### src/rtl/fetch_pkg.sv
// Shared types and constants for the fetch sequencer.
// Consumers import fetch_pkg::* for state encodings and reset vectors.
package fetch_pkg;

    typedef enum logic [2:0] {
        S_IDLE   = 3'd0,
        S_REQ    = 3'd1,
        S_WAIT   = 3'd2,
        S_HOLD   = 3'd3,
        S_CANCEL = 3'd4
    } fetch_state_e;

    localparam logic [31:0] RESET_PC_DEF = 32'hbfc00000;
    localparam logic [31:0] EXC_PC_DEF   = 32'hbfc00380;
    localparam logic [31:0] NOP          = 32'h00000000;

    function automatic logic [31:0] seq_pc(input logic [31:0] pc);
        return pc + 32'd4;
    endfunction

endpackage

### src/rtl/fetch_npc_sel.sv
// Next-PC select: exception > eret > branch > sequential.
// redir flags any non-sequential target.
module fetch_npc_sel
    import fetch_pkg::*;
#(
    parameter logic [31:0] EXC_PC = EXC_PC_DEF
) (
    input  logic        exception,
    input  logic        eret,
    input  logic [31:0] epc,
    input  logic        br_valid,
    input  logic [31:0] br_target,
    input  logic [31:0] seq,
    output logic        redir,
    output logic [31:0] npc
);

    assign redir = exception | eret | br_valid;

    always_comb begin
        npc = seq;
        if (exception) begin
            npc = EXC_PC;
        end else if (eret) begin
            npc = epc;
        end else if (br_valid) begin
            npc = br_target;
        end
    end

endmodule

### src/rtl/fetch_ctrl.sv
// Fetch sequencer: single-outstanding instruction port plus 1-entry buffer.
// Optional FETCH_ADEL_CHECK_EN turns misaligned fetches into fs_adel entries.
module fetch_ctrl
    import fetch_pkg::*;
#(
    parameter logic [31:0] RESET_PC = RESET_PC_DEF,
    parameter logic [31:0] EXC_PC   = EXC_PC_DEF
) (
    input  logic        clk,
    input  logic        resetn,
    input  logic        stall,
    input  logic        br_valid,
    input  logic [31:0] br_target,
    input  logic        exception,
    input  logic        eret,
    input  logic [31:0] epc,
    output logic        inst_req,
    output logic [31:0] inst_addr,
    input  logic        inst_addr_ok,
    input  logic        inst_data_ok,
    input  logic [31:0] inst_rdata,
    output logic        fs_valid,
    output logic [31:0] fs_pc,
    output logic [31:0] fs_inst
`ifdef FETCH_ADEL_CHECK_EN
    ,
    output logic        fs_adel
`endif
);

    fetch_state_e state_q, state_d;
    logic [31:0]  addr_q, addr_d;
    logic [31:0]  pend_q, pend_d;
    logic         fs_valid_q, fs_valid_d;
    logic [31:0]  fs_pc_q, fs_pc_d;
    logic [31:0]  fs_inst_q, fs_inst_d;
    logic         redir;
    logic [31:0]  npc;
    logic         addr_bad;
`ifdef FETCH_ADEL_CHECK_EN
    logic         adel_q, adel_d;
`endif

    fetch_npc_sel #(.EXC_PC(EXC_PC)) u_npc_sel (
        .exception (exception),
        .eret      (eret),
        .epc       (epc),
        .br_valid  (br_valid),
        .br_target (br_target),
        .seq       (seq_pc(fs_pc_q)),
        .redir     (redir),
        .npc       (npc)
    );

`ifdef FETCH_ADEL_CHECK_EN
    assign addr_bad = |addr_q[1:0];
`else
    assign addr_bad = 1'b0;
`endif

    always_comb begin
        state_d    = state_q;
        addr_d     = addr_q;
        pend_d     = pend_q;
        fs_valid_d = fs_valid_q;
        fs_pc_d    = fs_pc_q;
        fs_inst_d  = fs_inst_q;
`ifdef FETCH_ADEL_CHECK_EN
        adel_d     = adel_q;
`endif
        // A redirect always invalidates the buffer, stall or not.
        if (redir) begin
            fs_valid_d = 1'b0;
`ifdef FETCH_ADEL_CHECK_EN
            adel_d     = 1'b0;
`endif
        end
        unique case (state_q)
            S_IDLE: begin
                state_d = S_REQ;
                if (redir) addr_d = npc;
            end
            S_REQ: begin
                if (addr_bad) begin
                    if (redir) begin
                        addr_d = npc;
                    end else begin
                        state_d    = S_HOLD;
                        fs_valid_d = 1'b1;
                        fs_pc_d    = addr_q;
                        fs_inst_d  = NOP;
`ifdef FETCH_ADEL_CHECK_EN
                        adel_d     = 1'b1;
`endif
                    end
                end else if (inst_addr_ok) begin
                    if (redir) begin
                        pend_d  = npc;
                        state_d = S_CANCEL;
                    end else begin
                        state_d = S_WAIT;
                    end
                end else if (redir) begin
                    addr_d = npc;
                end
            end
            S_WAIT: begin
                if (inst_data_ok) begin
                    state_d = redir ? S_REQ : S_HOLD;
                    if (redir) begin
                        addr_d = npc;
                    end else begin
                        fs_valid_d = 1'b1;
                        fs_pc_d    = addr_q;
                        fs_inst_d  = inst_rdata;
                    end
                end else if (redir) begin
                    pend_d  = npc;
                    state_d = S_CANCEL;
                end
            end
            S_HOLD: begin
                if (redir || !stall) begin
                    fs_valid_d = 1'b0;
`ifdef FETCH_ADEL_CHECK_EN
                    adel_d     = 1'b0;
`endif
                    addr_d     = npc;
                    state_d    = S_REQ;
                end
            end
            S_CANCEL: begin
                if (inst_data_ok) begin
                    addr_d  = redir ? npc : pend_q;
                    state_d = S_REQ;
                end else if (redir) begin
                    pend_d = npc;
                end
            end
            default: state_d = S_IDLE;
        endcase
    end

    always_ff @(posedge clk) begin
        if (!resetn) begin
            state_q    <= S_IDLE;
            addr_q     <= RESET_PC;
            pend_q     <= RESET_PC;
            fs_valid_q <= 1'b0;
            fs_pc_q    <= RESET_PC;
            fs_inst_q  <= NOP;
`ifdef FETCH_ADEL_CHECK_EN
            adel_q     <= 1'b0;
`endif
        end else begin
            state_q    <= state_d;
            addr_q     <= addr_d;
            pend_q     <= pend_d;
            fs_valid_q <= fs_valid_d;
            fs_pc_q    <= fs_pc_d;
            fs_inst_q  <= fs_inst_d;
`ifdef FETCH_ADEL_CHECK_EN
            adel_q     <= adel_d;
`endif
        end
    end

    assign inst_req  = (state_q == S_REQ) && !addr_bad;
    assign inst_addr = addr_q;
    assign fs_valid  = fs_valid_q;
    assign fs_pc     = fs_pc_q;
    assign fs_inst   = fs_inst_q;
`ifdef FETCH_ADEL_CHECK_EN
    assign fs_adel   = adel_q;
`endif

endmodule

### config.mk
export PLATFORM = sky130hd
export DESIGN_NAME = fetch_ctrl
export DESIGN_NICKNAME = d
export VERILOG_FILES = /design/src/rtl/fetch_pkg.sv /design/src/rtl/fetch_npc_sel.sv /design/src/rtl/fetch_ctrl.sv
export SDC_FILE = /design/constraint.sdc
export NUM_CORES = 1
export LEC_CHECK = 0
export ABC_AREA = 1
export CAP_MARGIN = 20
export CORE_AREA = 2 2 157 143
export CTS_CLUSTER_SIZE = 20
export DETAILED_ROUTE_END_ITERATION = 10
export DIE_AREA = 0 0 159 145
export PLACE_DENSITY = 0.56
export RECOVER_POWER = 50
export SLEW_MARGIN = 20
export SYNTH_ARGS = -nofsm -noshare
export SYNTH_HDL_FRONTEND = slang
export SYNTH_SLANG_ARGS = --single-unit
### constraint.sdc
create_clock -name clk -period 2.4 [get_ports clk]
set_input_delay 0.48 -clock clk [delete_from_list [all_inputs] [get_ports clk]]
set_output_delay 0.48 -clock clk [all_outputs]
set_load 0.05 [all_outputs]
==> impl_results.md <==
- Result of the run: finished clean
- Num ports: 202
- Synth-to-layout area growth: 44.13%
- Synth top cells by count: sky130_fd_sc_hd__nand2_1 (237), sky130_fd_sc_hd__nor2_1 (209), sky130_fd_sc_hd__dfxtp_1 (132)
- CTS tree: yes
- Vias per cell: 4.959
- Placeable core region: 21440 um2
- Placement Setup Slack: roughly 0.020 ns
- Cell-by-cell trace of the critical path: clkdlybuf4s50_1
- CTS root buffer: sky130_fd_sc_hd__clkbuf_16
- Number of standard cells after synthesis: ~1100
- Number of antenna violations at the first check in global routing: 0
- Number of library cell types mapped by synthesis: 30
- Share of final-layout standard cells stronger than drive strength 1: 7.831%
- Peak supply drop: 0.4544 mV
- Placed Cells: 1587
- Global-route wire length before repair: around 42 mm
- Via count of the first global-routing pass: 7377
- Setup violators final: 0
- Width of the die: ~160 um
- Launch point of the worst hold path: pend_q[3]
- Synthesized Nets: ~1200
- Die boundary height: 145 um
- Crit share post-route: 95.47%
- Power per unit of standard cell area: 891.1 nW/um2
- Critical Path End Type: primary output
- Required time at the worst-slack endpoint: around 1.9 ns
- Maximum fanout encountered on the critical timing path: 6
- Total design power: 8962 uW
- Maximum clock path buffer count: 2
- Clock Latency Late Sink: 0.42 ns
- Final ANT Viol Nets: 0
- Path type of the worst min-delay path: reg -> reg
- Detailed Place HPWL: 19.95 mm
- Slew Viols, Final: 0
- Clock sink total: 132
- Hold buffer count at CTS: 0
- Area taken by multi-input logic gates: 3779 um2
- Number of failing hold endpoints at the final stage: 0
- Post-CTS setup buffer count: 0
- Post-synthesis cell type with the largest combined area: sky130_fd_sc_hd__dfxtp_1
- Share of flip-flops with an asynchronous set or reset after synthesis: 0%
- Number of DRC violations after detailed-routing iteration 0: 661
- GR Overflow Total: 0
- Post-Route Setup TNS: 0 ns
- Clock transition at the registers of the reported paths: 0.06 ns
- Worst-case hold slack: 0.4538 ns
- Worst flop-to-flop path startpoint: fs_pc[13]
- Crit path max-delay family: buffers and inverters
- Storage element area: between 2000 and 3000 um2
- Final cell count without fillers: 1619
- Overall via count from detail_route: 8028
- Leakage dissipation: 0.004297 uW
- H-Tree Level Count: 4
- Final critical delay including setup and external delays: 2.291 ns
- Arr. time, crit path: 1.81 ns
- Highest attainable clock frequency: about 440 MHz
- Number of buffer and inverter instances along the worst setup path: 1
- Number of flops mapped to enable cells by yosys: 0
- Category of the most critical setup path: reg -> out
- Cells resized by post-CTS repair: 0
- Synth top area share: 37.87%
- Average instance area after synthesis: 6.281 um2
- CP peak stage delay: 0.87 ns
- Worst Clk Skew: 0.01228 ns
- Initial Util: 32.55%
- Top FF cell, synth: sky130_fd_sc_hd__dfxtp_1
- Count of yosys warnings during synthesis: 0
- Total of flip-flops plus latches after synthesis: roughly 130
- WHS Path Cells: 2
- Total Routing Usage GR: 23.22%
- Net count reported at finish: 1420
- CP startpoint kind: flip-flop
- Worst slew margin relative to its limit: 54.17%
- Area of the mapped netlist: 6978 um2
- Dominant cell by count in the synthesized netlist: sky130_fd_sc_hd__nand2_1
- Number of I/O port buffers: 201
- Least-Margin Pin Slew: 0.6874 ns
- Number of placement rows: 51
- Maximum capacitance violations: 0
- Final routed DRC violation total: 0
- Detailed-route wire length per cell: 16.76 um
- Filler Cell Count: between 2000 and 2500
- Area contributors post-synth: sky130_fd_sc_hd__dfxtp_1 (38%), sky130_fd_sc_hd__nand2_1 (13%), sky130_fd_sc_hd__nor2_1 (11%), sky130_fd_sc_hd__o21ai_0 (8.2%), sky130_fd_sc_hd__a21oi_1 (7.7%)
- Maximum number of pins on one net before global-route repair: 36
- First drt pass iteration count: 6
- Worst setup slack after layout: 0.1087 ns
- Worst-case reg-to-reg path depth: 13
- Seq/Total Area, Yosys: 37.87%
- Inserted Clock Buffers: 17
- Die Outline Area: 23060 um2
- Origin of the worst setup path: fs_pc[28]
- Wire length after detailed routing: around 27 mm
- Unrepaired setup endpoints after global routing: false
- Critical-path cell with the highest stage delay: sky130_fd_sc_hd__clkdlybuf4s50_1
- Routability Congestion: between 0.8 and 0.9
- Number of antenna cells inserted: 0
- Crit. path cell count: 1
==> area by class of cell <==
| class | count | share of cell area (%) |
|---|---|---|
| repair buffers | 252 | 23.94 |
| well taps | 291 | 3.620 |
| inverters | 72 | 2.687 |
| flip-flops and latches | 132 | 26.28 |
| clock buffers | 17 | 4.230 |
| clock inverters | 15 | 1.680 |
| multi-input cells | 840 | 37.57 |
==> metal layers <==
metal  wire, um  track usage, %  up-vias
met4        452           6.500        0
li1           -               -     4052
met1      12970           33.28     3666
met2      11970           35.67      286
met5          0               0        -
met3       1734           4.174       24
==> registers in the layout (all words and copies together) (netlist names) <==
signal     cells
fs_valid       1
state_q        3
inst_addr     32
fs_inst       32
pend_q        32
fs_pc         32
==> per-stage QoR <==
stage | utilization (%) | cell area [um2]
after CTS | 47.40 | 10160
after floorplan | - | 6978
final | 46.91 | 10060
after global placement | 44.63 | 9568
after detailed placement | 44.63 | 9568
after global routing | 46.91 | 10060
==> logic make-up after synthesis <==
logic type / count (synthesis) / synth area share, %
DFF: 132 / 37.87
AOI/OAI and AO/OA: 268 / 20.15
xor gates and xnor gates: 4 / 0.5020
buffers and inverters: 139 / 7.872
and+or+nand+nor: 567 / 33.42
adders and majority gates: 1 / 0.1793
==> power by group <==
group / switching (uW) / total [uW] / internal [uW]
Clock: 1100 / 2660 / 1560
Sequential: 371 / 3050 / 2680
Combinational: 2160 / 3250 / 1100
==> path summary, 6_finish.rpt <==
check	to	slack [ns]
setup / recovery	fs_pc[28]	0.11
hold / removal	pend_q[3]	0.45
setup reg to reg	inst_addr[31]	0.31
hold reg to reg	pend_q[3]	0.45
==> placed cells by master (no fill, tap or decap), types with 8 or more instances in the layout <==
cell                              netlist  layout
sky130_fd_sc_hd__buf_4                  2      36
sky130_fd_sc_hd__o21ai_1               20      20
sky130_fd_sc_hd__clkdlybuf4s50_1        0     178
sky130_fd_sc_hd__o21ai_0              115     115
sky130_fd_sc_hd__o211ai_1              11      11
sky130_fd_sc_hd__nor2_1               209     211
sky130_fd_sc_hd__nand2_1              237     238
sky130_fd_sc_hd__inv_1                 66      68
sky130_fd_sc_hd__or2_2                 14      14
sky130_fd_sc_hd__dfxtp_1              132     132
sky130_fd_sc_hd__clkbuf_16              0      17
sky130_fd_sc_hd__nand3_1               83      83
sky130_fd_sc_hd__a21oi_1              108     108
sky130_fd_sc_hd__inv_6                  0       8
sky130_fd_sc_hd__dlygate4sd3_1          0      21
Power figures use the tool's default switching activity.
